<file path="src/rtl/menu_pkg.sv">
// Shared definitions for the VGA menu selector: button indices, packed item
// rectangle layout, navigation enums and rectangle helpers.
package menu_pkg;

    localparam int BTN_UP    = 0;
    localparam int BTN_DOWN  = 1;
    localparam int BTN_LEFT  = 2;
    localparam int BTN_RIGHT = 3;
    localparam int BTN_OK    = 4;

    localparam int RECT_W     = 30;
    localparam int RECT_B_LSB = 0;
    localparam int RECT_R_LSB = 7;
    localparam int RECT_T_LSB = 15;
    localparam int RECT_L_LSB = 22;

    typedef struct packed {
        logic [7:0] l;
        logic [6:0] t;
        logic [7:0] r;
        logic [6:0] b;
    } rect_t;

    // Direction codes double as the button bit index; DIR_NONE means nothing held.
    typedef enum logic [2:0] {
        DIR_UP    = 3'd0,
        DIR_DOWN  = 3'd1,
        DIR_LEFT  = 3'd2,
        DIR_RIGHT = 3'd3,
        DIR_NONE  = 3'd4
    } dir_e;

    typedef enum logic [1:0] {
        RPT_IDLE   = 2'd0,
        RPT_DELAY  = 2'd1,
        RPT_REPEAT = 2'd2
    } rpt_state_e;

    function automatic rect_t rect_unpack(input logic [RECT_W-1:0] v);
        rect_t r;
        r.l = v[RECT_L_LSB +: 8];
        r.t = v[RECT_T_LSB +: 7];
        r.r = v[RECT_R_LSB +: 8];
        r.b = v[RECT_B_LSB +: 7];
        return r;
    endfunction

    // Half-open test; a box with l>=r or t>=b can never satisfy both bounds.
    function automatic logic rect_hit(input rect_t r, input logic [7:0] x, input logic [6:0] y);
        return (x >= r.l) && (x < r.r) && (y >= r.t) && (y < r.b);
    endfunction

endpackage

</file>
<file path="src/rtl/vga_menu_select_if.sv">
// Bundle of controller inputs, item geometry, pixel position and selector outputs.
interface vga_menu_select_if #(parameter int NUM_ITEMS = 3) ();
    import menu_pkg::*;

    localparam int SW = $clog2(NUM_ITEMS);

    logic [7:0]                 buttons;
    logic                       fsm_en;
    logic [NUM_ITEMS*RECT_W-1:0] item_rects;
    logic                       pix_en;
    logic [7:0]                 x_adj;
    logic [6:0]                 y_adj;
    logic [SW-1:0]              sel;
    logic                       confirm;
    logic                       highlight;

    modport master (
        output buttons, fsm_en, item_rects, pix_en, x_adj, y_adj,
        input  sel, confirm, highlight
    );

    modport slave (
        input  buttons, fsm_en, item_rects, pix_en, x_adj, y_adj,
        output sel, confirm, highlight
    );

endinterface

</file>
<file path="src/rtl/menu_nav_fsm.sv">
// Cursor navigation: button edge detection, auto-repeat tracking of the
// highest-priority held direction, and the sel / confirm registers.
module menu_nav_fsm
    import menu_pkg::*;
#(
    parameter int NUM_ITEMS    = 3,
    parameter int COLS         = 3,
    parameter int WRAP         = 1,
    parameter int REPEAT_DELAY = 25_000_000,
    parameter int REPEAT_RATE  = 10_000_000
) (
    input  logic                         clk,
    input  logic                         reset,
    input  logic [4:0]                   buttons,
    input  logic                         fsm_en,
    output logic [$clog2(NUM_ITEMS)-1:0] sel,
    output logic                         confirm
);

    localparam int SW      = $clog2(NUM_ITEMS);
    localparam int LAST    = NUM_ITEMS - 1;
    localparam int CNT_MAX = (REPEAT_DELAY > REPEAT_RATE) ? REPEAT_DELAY : REPEAT_RATE;
    localparam int CW      = $clog2(CNT_MAX + 1);

    typedef logic [SW-1:0] sel_t;
    typedef logic [CW-1:0] cnt_t;

    // The first repeat lands on the same edge the count reaches REPEAT_DELAY-1.
    localparam cnt_t DELAY_TH = cnt_t'(REPEAT_DELAY - 2);
    localparam cnt_t RATE_TH  = cnt_t'(REPEAT_RATE - 1);

    logic [4:0]  btn_r;
    logic [4:0]  hist_r;
    sel_t        sel_r;
    sel_t        sel_n;
    logic        confirm_r;
    logic        confirm_n;
    rpt_state_e  state_r;
    rpt_state_e  state_n;
    dir_e        dir_r;
    dir_e        dir_n;
    cnt_t        cnt_r;
    cnt_t        cnt_n;

    logic [4:0]  rise_s;
    dir_e        top_s;
    logic        rise_top_s;
    logic        due_s;
    logic [3:0]  rpt_vec_s;
    logic [3:0]  move_s;

    function automatic sel_t move_right(input sel_t s);
        int si;
        si = int'(s);
        if (si < LAST)          return sel_t'(si + 1);
        else if (WRAP != 0)     return sel_t'(0);
        else                    return sel_t'(LAST);
    endfunction

    function automatic sel_t move_left(input sel_t s);
        int si;
        si = int'(s);
        if (si > 0)             return sel_t'(si - 1);
        else if (WRAP != 0)     return sel_t'(LAST);
        else                    return sel_t'(0);
    endfunction

    function automatic sel_t move_down(input sel_t s);
        int si;
        si = int'(s);
        if (si + COLS <= LAST)  return sel_t'(si + COLS);
        else if (WRAP != 0)     return sel_t'(si % COLS);
        else                    return s;
    endfunction

    // Upward wrap lands on the bottom-most item of the same column.
    function automatic sel_t move_up(input sel_t s);
        int si;
        int cand;
        si   = int'(s);
        cand = (LAST / COLS) * COLS + (si % COLS);
        if (cand > LAST) cand = cand - COLS;
        if (si >= COLS)         return sel_t'(si - COLS);
        else if (WRAP != 0)     return sel_t'(cand);
        else                    return s;
    endfunction

    assign rise_s     = btn_r & ~hist_r;
    assign rise_top_s = (top_s != DIR_NONE) && rise_s[top_s[1:0]];
    assign rpt_vec_s  = due_s ? (4'b0001 << top_s[1:0]) : 4'b0000;
    assign move_s     = rise_s[3:0] | rpt_vec_s;

    // Highest-priority held direction (up > down > left > right).
    always_comb begin
        top_s = DIR_NONE;
        if (btn_r[BTN_UP])          top_s = DIR_UP;
        else if (btn_r[BTN_DOWN])   top_s = DIR_DOWN;
        else if (btn_r[BTN_LEFT])   top_s = DIR_LEFT;
        else if (btn_r[BTN_RIGHT])  top_s = DIR_RIGHT;
        else                        top_s = DIR_NONE;
    end

    // Repeat tracker next state; a direction held without a fresh press is tracked but never repeats.
    always_comb begin
        state_n = state_r;
        dir_n   = dir_r;
        cnt_n   = cnt_r;
        due_s   = 1'b0;
        if (!fsm_en || (top_s == DIR_NONE)) begin
            state_n = RPT_IDLE;
            dir_n   = DIR_NONE;
            cnt_n   = cnt_t'(0);
        end else if (rise_top_s || (top_s != dir_r)) begin
            dir_n = top_s;
            cnt_n = cnt_t'(0);
            if (rise_top_s || (state_r != RPT_IDLE)) state_n = RPT_DELAY;
            else                                     state_n = RPT_IDLE;
        end else begin
            case (state_r)
                RPT_IDLE: begin
                    state_n = RPT_IDLE;
                end
                RPT_DELAY: begin
                    if (cnt_r == DELAY_TH) begin
                        due_s   = 1'b1;
                        cnt_n   = cnt_t'(0);
                        state_n = RPT_REPEAT;
                    end else begin
                        cnt_n = cnt_r + cnt_t'(1);
                    end
                end
                RPT_REPEAT: begin
                    if (cnt_r == RATE_TH) begin
                        due_s = 1'b1;
                        cnt_n = cnt_t'(0);
                    end else begin
                        cnt_n = cnt_r + cnt_t'(1);
                    end
                end
                default: begin
                    state_n = RPT_IDLE;
                    cnt_n   = cnt_t'(0);
                end
            endcase
        end
    end

    // One action per cycle: confirm edge blocks movement, then direction priority.
    always_comb begin
        sel_n     = sel_r;
        confirm_n = 1'b0;
        if (!fsm_en)                 sel_n = sel_r;
        else if (rise_s[BTN_OK])     confirm_n = 1'b1;
        else if (move_s[BTN_UP])     sel_n = move_up(sel_r);
        else if (move_s[BTN_DOWN])   sel_n = move_down(sel_r);
        else if (move_s[BTN_LEFT])   sel_n = move_left(sel_r);
        else if (move_s[BTN_RIGHT])  sel_n = move_right(sel_r);
        else                         sel_n = sel_r;
    end

    // Button sampling/history and all navigation state.
    always_ff @(posedge clk) begin
        if (reset) begin
            btn_r     <= 5'b00000;
            hist_r    <= 5'b00000;
            sel_r     <= sel_t'(0);
            confirm_r <= 1'b0;
            state_r   <= RPT_IDLE;
            dir_r     <= DIR_NONE;
            cnt_r     <= cnt_t'(0);
        end else begin
            btn_r     <= buttons;
            hist_r    <= btn_r;
            sel_r     <= sel_n;
            confirm_r <= confirm_n;
            state_r   <= state_n;
            dir_r     <= dir_n;
            cnt_r     <= cnt_n;
        end
    end

    assign sel     = sel_r;
    assign confirm = confirm_r;

endmodule

</file>
<file path="src/rtl/vga_menu_select.sv">
// Menu selection engine top: navigation core plus the per-pixel highlight of
// the currently selected item's rectangle.
module vga_menu_select
    import menu_pkg::*;
#(
    parameter int NUM_ITEMS    = 3,
    parameter int COLS         = 3,
    parameter int WRAP         = 1,
    parameter int REPEAT_DELAY = 25_000_000,
    parameter int REPEAT_RATE  = 10_000_000
) (
    input  logic               clk,
    input  logic               reset,
    vga_menu_select_if.slave   bus
);

    localparam int SW = $clog2(NUM_ITEMS);

    logic [SW-1:0] sel_s;
    logic          confirm_s;
    rect_t         rects_s [NUM_ITEMS];
    rect_t         cur_rect_s;
    logic          hit_s;
    logic          highlight_r;
    logic          unused_btn_s;

    assign unused_btn_s = ^bus.buttons[7:5];

    menu_nav_fsm #(
        .NUM_ITEMS    (NUM_ITEMS),
        .COLS         (COLS),
        .WRAP         (WRAP),
        .REPEAT_DELAY (REPEAT_DELAY),
        .REPEAT_RATE  (REPEAT_RATE)
    ) u_nav (
        .clk     (clk),
        .reset   (reset),
        .buttons (bus.buttons[4:0]),
        .fsm_en  (bus.fsm_en),
        .sel     (sel_s),
        .confirm (confirm_s)
    );

    for (genvar i = 0; i < NUM_ITEMS; i++) begin : g_rect
        assign rects_s[i] = rect_unpack(bus.item_rects[i*RECT_W +: RECT_W]);
    end

    assign cur_rect_s = rects_s[sel_s];
    assign hit_s      = rect_hit(cur_rect_s, bus.x_adj, bus.y_adj);

    // Highlight captured on pixel strobes only, held between them.
    always_ff @(posedge clk) begin
        if (reset)            highlight_r <= 1'b0;
        else if (bus.pix_en)  highlight_r <= hit_s;
        else                  highlight_r <= highlight_r;
    end

    assign bus.sel       = sel_s;
    assign bus.confirm   = confirm_s;
    assign bus.highlight = highlight_r;

endmodule

</file>
<file path="src/flat_wrapper.sv">
// flat-port wrapper written by rule: the top's interface ports become plain ports
module vga_menu_select_flat import menu_pkg::*;
#(
    parameter int NUM_ITEMS    = 3,
    parameter int COLS         = 3,
    parameter int WRAP         = 1,
    parameter int REPEAT_DELAY = 25_000_000,
    parameter int REPEAT_RATE  = 10_000_000
)
  (clk, reset, bus_buttons, bus_fsm_en, bus_item_rects, bus_pix_en, bus_x_adj, bus_y_adj, bus_sel, bus_confirm, bus_highlight);
  vga_menu_select_if #(.NUM_ITEMS(NUM_ITEMS)) bus_i ();
  input  logic clk;
  input  logic reset;
  input wire logic [$bits(bus_i.buttons)-1:0] bus_buttons;
  input wire logic [$bits(bus_i.fsm_en)-1:0] bus_fsm_en;
  input wire logic [$bits(bus_i.item_rects)-1:0] bus_item_rects;
  input wire logic [$bits(bus_i.pix_en)-1:0] bus_pix_en;
  input wire logic [$bits(bus_i.x_adj)-1:0] bus_x_adj;
  input wire logic [$bits(bus_i.y_adj)-1:0] bus_y_adj;
  output wire logic [$bits(bus_i.sel)-1:0] bus_sel;
  output wire logic [$bits(bus_i.confirm)-1:0] bus_confirm;
  output wire logic [$bits(bus_i.highlight)-1:0] bus_highlight;
  assign bus_i.buttons = bus_buttons;
  assign bus_i.fsm_en = bus_fsm_en;
  assign bus_i.item_rects = bus_item_rects;
  assign bus_i.pix_en = bus_pix_en;
  assign bus_i.x_adj = bus_x_adj;
  assign bus_i.y_adj = bus_y_adj;
  assign bus_sel = bus_i.sel;
  assign bus_confirm = bus_i.confirm;
  assign bus_highlight = bus_i.highlight;
  vga_menu_select #(.NUM_ITEMS(NUM_ITEMS), .COLS(COLS), .WRAP(WRAP), .REPEAT_DELAY(REPEAT_DELAY), .REPEAT_RATE(REPEAT_RATE)) u_core (.clk(clk), .reset(reset), .bus(bus_i));
endmodule
</file>
<file path="config.mk">
export PLATFORM = sky130hd
export DESIGN_NAME = vga_menu_select_flat
export DESIGN_NICKNAME = d
export VERILOG_FILES = /design/src/rtl/menu_pkg.sv /design/src/rtl/vga_menu_select_if.sv /design/src/rtl/menu_nav_fsm.sv /design/src/rtl/vga_menu_select.sv /design/src/flat_wrapper.sv
export SDC_FILE = /design/constraint.sdc
export NUM_CORES = 1
export LEC_CHECK = 0
export BUFFER_PORTS_ARGS = -buffer_cell sky130_fd_sc_hd__buf_4
export CORE_MARGIN = 3
export CORE_UTILIZATION = 55
export CTS_CLUSTER_SIZE = 12
export DETAILED_ROUTE_END_ITERATION = 10
export GPL_ROUTABILITY_DRIVEN = 0
export PLACE_DENSITY = 0.86
export SYNTH_ARGS = -nofsm -noshare
export SYNTH_HDL_FRONTEND = slang
export SYNTH_SLANG_ARGS = --single-unit
</file>
<file path="constraint.sdc">
create_clock -name clk -period 5.7 [get_ports clk]
set_input_delay 1.71 -clock clk [delete_from_list [all_inputs] [get_ports clk]]
set_output_delay 1.71 -clock clk [all_outputs]
set_load 0.1 [all_outputs]
</file>
==> results.toml <==
[status]
status = "finished clean"

[global_routing]
globalRoute.busiestLayer = "met2"
use_met1 = 0.312
vias_in_the_first_global_route = 3676
met3_usage = 0.0464
grtUsageMet2 = 0.446
overflow = 0
maximum_number_of_pins_on_one_net_before_global_route_repair = 45
global_route_wire_length_before_repair_mm = 16.1
antenna_found_initial = 0
grtUsageTotal = 0.254

[power]
power.share.sequential = 0.399
netSwitchingPower_uw = 246
power.static_leakage_nw = 1.92
intPower_uw = 575
max-vdd-ir-drop_v = 0.000198
clk_network_pwr_share = 0.293
power.share.combinational = 0.308
netSwitchingFraction = 0.300
power.density_cell_area_nw_per_um2 = 178

[synthesis]
ys_async_sr_fraction = 0
yosysTopAreaCellShare = 0.244
syn-num-nets = 621
dominantRegCellSynth = "sky130_fd_sc_hd__dfxtp_1"
synth.largest_area_cell = "sky130_fd_sc_hd__dfxtp_1"
yosys.cell_types.count = 57
syn_area_per_cell_sq_um = 7.72
synth_top_cells_by_count = "sky130_fd_sc_hd__nor2_1 (67), sky130_fd_sc_hd__a21oi_1 (63), sky130_fd_sc_hd__dfxtp_1 (44), sky130_fd_sc_hd__ha_1 (36), sky130_fd_sc_hd__o21ai_0 (34)"
synth_area_leaders = "sky130_fd_sc_hd__dfxtp_1 (24%), sky130_fd_sc_hd__ha_1 (12%), sky130_fd_sc_hd__a21oi_1 (8.7%)"
ys_warn_count = 0
synth_seq_cells = 44
yosys.cell_count.top_type = "sky130_fd_sc_hd__nor2_1"
post_synth_inst_count = 468
synth.cell_area_sq_um = 3610
synth-seq-area-share = 0.244
synth_edf_count = 0

[final_layout]
finish.utilization = 0.753
final_cell_count_no_fill = 649
number_of_diodes = 0
filler_cell_count = 461
multi_input_area_sq_um = 2600
sequential_cell_area_sq_um = 882
area_delta_synth_final_pct = 27.8
final_net_count = 726
drive_gt1_frac = 0.258

[drt]
post-route-drc-count = 0
route.antenna.remaining_nets = 0
route.vias.total = 3895
drtIter0Drc = 159
first_pass_iters = 5
drt_wl_total_mm = 9.96
vias_per_cell = 6.00
post_drt_wl_per_cell_um = 15.4

[placed_design]
placed_wire_length_estimate_after_detailed_placement_mm = 7.62
io_buffer_count = 117
dp.cells = 641

[sta]
max_slew_vio_count = 0
slew_headroom = 0.199
fin_skew_ns = 0.00796
layout_min_cycle_time_ns = 3.44
worst_pin_slew_ns = 1.20
accumulated_negative_setup_slack_ns = 0
clock.fmax_mhz = 290
final_hold_violating_endpoints = 0
grt_setup_unrepaired = "false"
timing.final.crit_share = 0.604
setup-violations-final = 0

[clocking]
clock_sinks = 44
cts_max_path_buffers = 2
ctsHtreeMaxLevel = 2
tritoncts.num_buffers = 5
cts_resized = 0
clk_transition_reported_paths_ns = 0.09
clock_tree_root_driver_cell = "sky130_fd_sc_hd__clkbuf_8"
insertion_delay_ns = 0.30
postCtsSetupRepairBufs = 0
cts_tree = "yes"
cts_hold_repair.buffers = 0

[worst_setup_path]
timing_worst_setup_path_type = "flip-flop to output port"
crit_path_max_delay_cell_type = "sky130_fd_sc_hd__dfxtp_2"
cp-end-kind = "output port"
cp-start-kind = "flip-flop"
cp.arrival_ns = 1.73
worst-path-max-fanout = 34
path_cells = "buf_4"
path_delay_family = "flip-flops"
worst_ep_required_time_ns = 3.99
cp_num_buf_inv = 1
timing.critical_path.slowest_cell_delay_ns = 0.97

[run]
maxCapViolations = 0

[floorplan]
die_w_um = 87.0
dieArea_sq_um = 7580
core_area_sq_um = 6130
floorplan.initialDensity = 0.589
die_y_um = 87.0
rows = 28
num_io_pins = 121

[hold_path]
timing.hold.worst.class = "flip-flop to flip-flop"
cell usage in the layout, fill, tap and decap left out, drive strengths merged, types with 7 or more instances in the layout:
| cell | netlist | layout |
|---|---|---|
| nand2 | 21 | 21 |
| nand2b | 9 | 9 |
| ha | 36 | 36 |
| inv | 13 | 13 |
| nand3 | 8 | 8 |
| and3 | 10 | 10 |
| o21ai | 35 | 35 |
| nor3 | 10 | 10 |
| buf | 10 | 118 |
| nor2 | 68 | 68 |
| dfxtp | 44 | 44 |
| mux2i | 29 | 29 |
| nor2b | 13 | 13 |
| or3b | 11 | 11 |
| a21oi | 63 | 63 |
| or4 | 7 | 7 |
state kept, by name, summed over array words and instances, names as in the netlist:
name / flops
u_core.bus.highlight: 1
u_core.u_nav.btn_r: 5
u_core.u_nav.cnt_r: 25
u_core.u_nav.confirm: 1
u_core.u_nav.dir_r: 3
u_core.u_nav.hist_r: 5
u_core.u_nav.sel: 2
u_core.u_nav.state_r: 2
routing by layer:
metal	vias up	wire length (um)
met5	-	0
met4	0	219
met3	29	726
met2	135	5020
met1	1805	4000
li1	1926	-
final cells by class:
class | instances | share of cell area
multi-input combinational | 391 | 0.563
timing repair buffer | 118 | 0.192
tap | 75 | 0.0203
inverter | 13 | 0.0106
clock buffer | 6 | 0.0157
clock inverter | 2 | 0.00759
sequential | 44 | 0.191
worst register-to-register path, stage by stage, from the launching register on:
cell and delay (ns):
sky130_fd_sc_hd__dfxtp_1 0.40, sky130_fd_sc_hd__ha_1 0.19, sky130_fd_sc_hd__or4b_1 0.44, sky130_fd_sc_hd__or4_4 0.45, sky130_fd_sc_hd__o21ai_0 0.25, sky130_fd_sc_hd__a211o_1 0.97, sky130_fd_sc_hd__nor2_1 0.12, sky130_fd_sc_hd__o21ai_0 0.24
sky130_fd_sc_hd__a21oi_1 0.10
path summary, 6_finish.rpt:
kind	startpoint	endpoint	slack [ns]	cells after the start
max	u_core.u_nav.sel[1]	bus_sel[1]	2.26	1
min	u_core.u_nav.btn_r[4]	u_core.u_nav.hist_r[4]	0.47	1
max reg2reg	u_core.u_nav.cnt_r[1]	u_core.u_nav.cnt_r[8]	2.38	8
min reg2reg	u_core.u_nav.btn_r[4]	u_core.u_nav.hist_r[4]	0.47	1
kinds of logic after synthesis:
kind of cell    Yosys count  share of synthesized area
mux                      32                     0.0908
fa+ha+maj                36                      0.125
xor+xnor                  1                    0.00243
buf+inv                  33                     0.0371
compound gates          138                      0.227
flops                    44                      0.244
simple gates            184                      0.274
power groups by stage:
stage               clock network, mW  registers [mW]  logic (mW)
floorplan                           0           0.337       0.149
global route                    0.257           0.329       0.283
CTS                             0.243           0.327       0.253
global placement                    0           0.334       0.244
detailed placement                  0           0.335       0.252
finish                          0.240           0.327       0.253
metrics by stage:
stage / hold slack [ns] / worst slack (ns) / instance area (sq um) / total power, mW
3_3_place_gp: 0.451 / 2.01 / 4510 / 0.578
4_1_cts: 0.479 / 2.27 / 4620 / 0.823
3_5_place_dp: 0.469 / 1.97 / 4510 / 0.587
2_1_floorplan: 0.435 / 1.89 / 3610 / 0.487
6_report: 0.473 / 2.26 / 4620 / 0.821
5_1_grt: 0.497 / 2.01 / 4620 / 0.869
No activity file was read; power rests on OpenSTA's default activity.
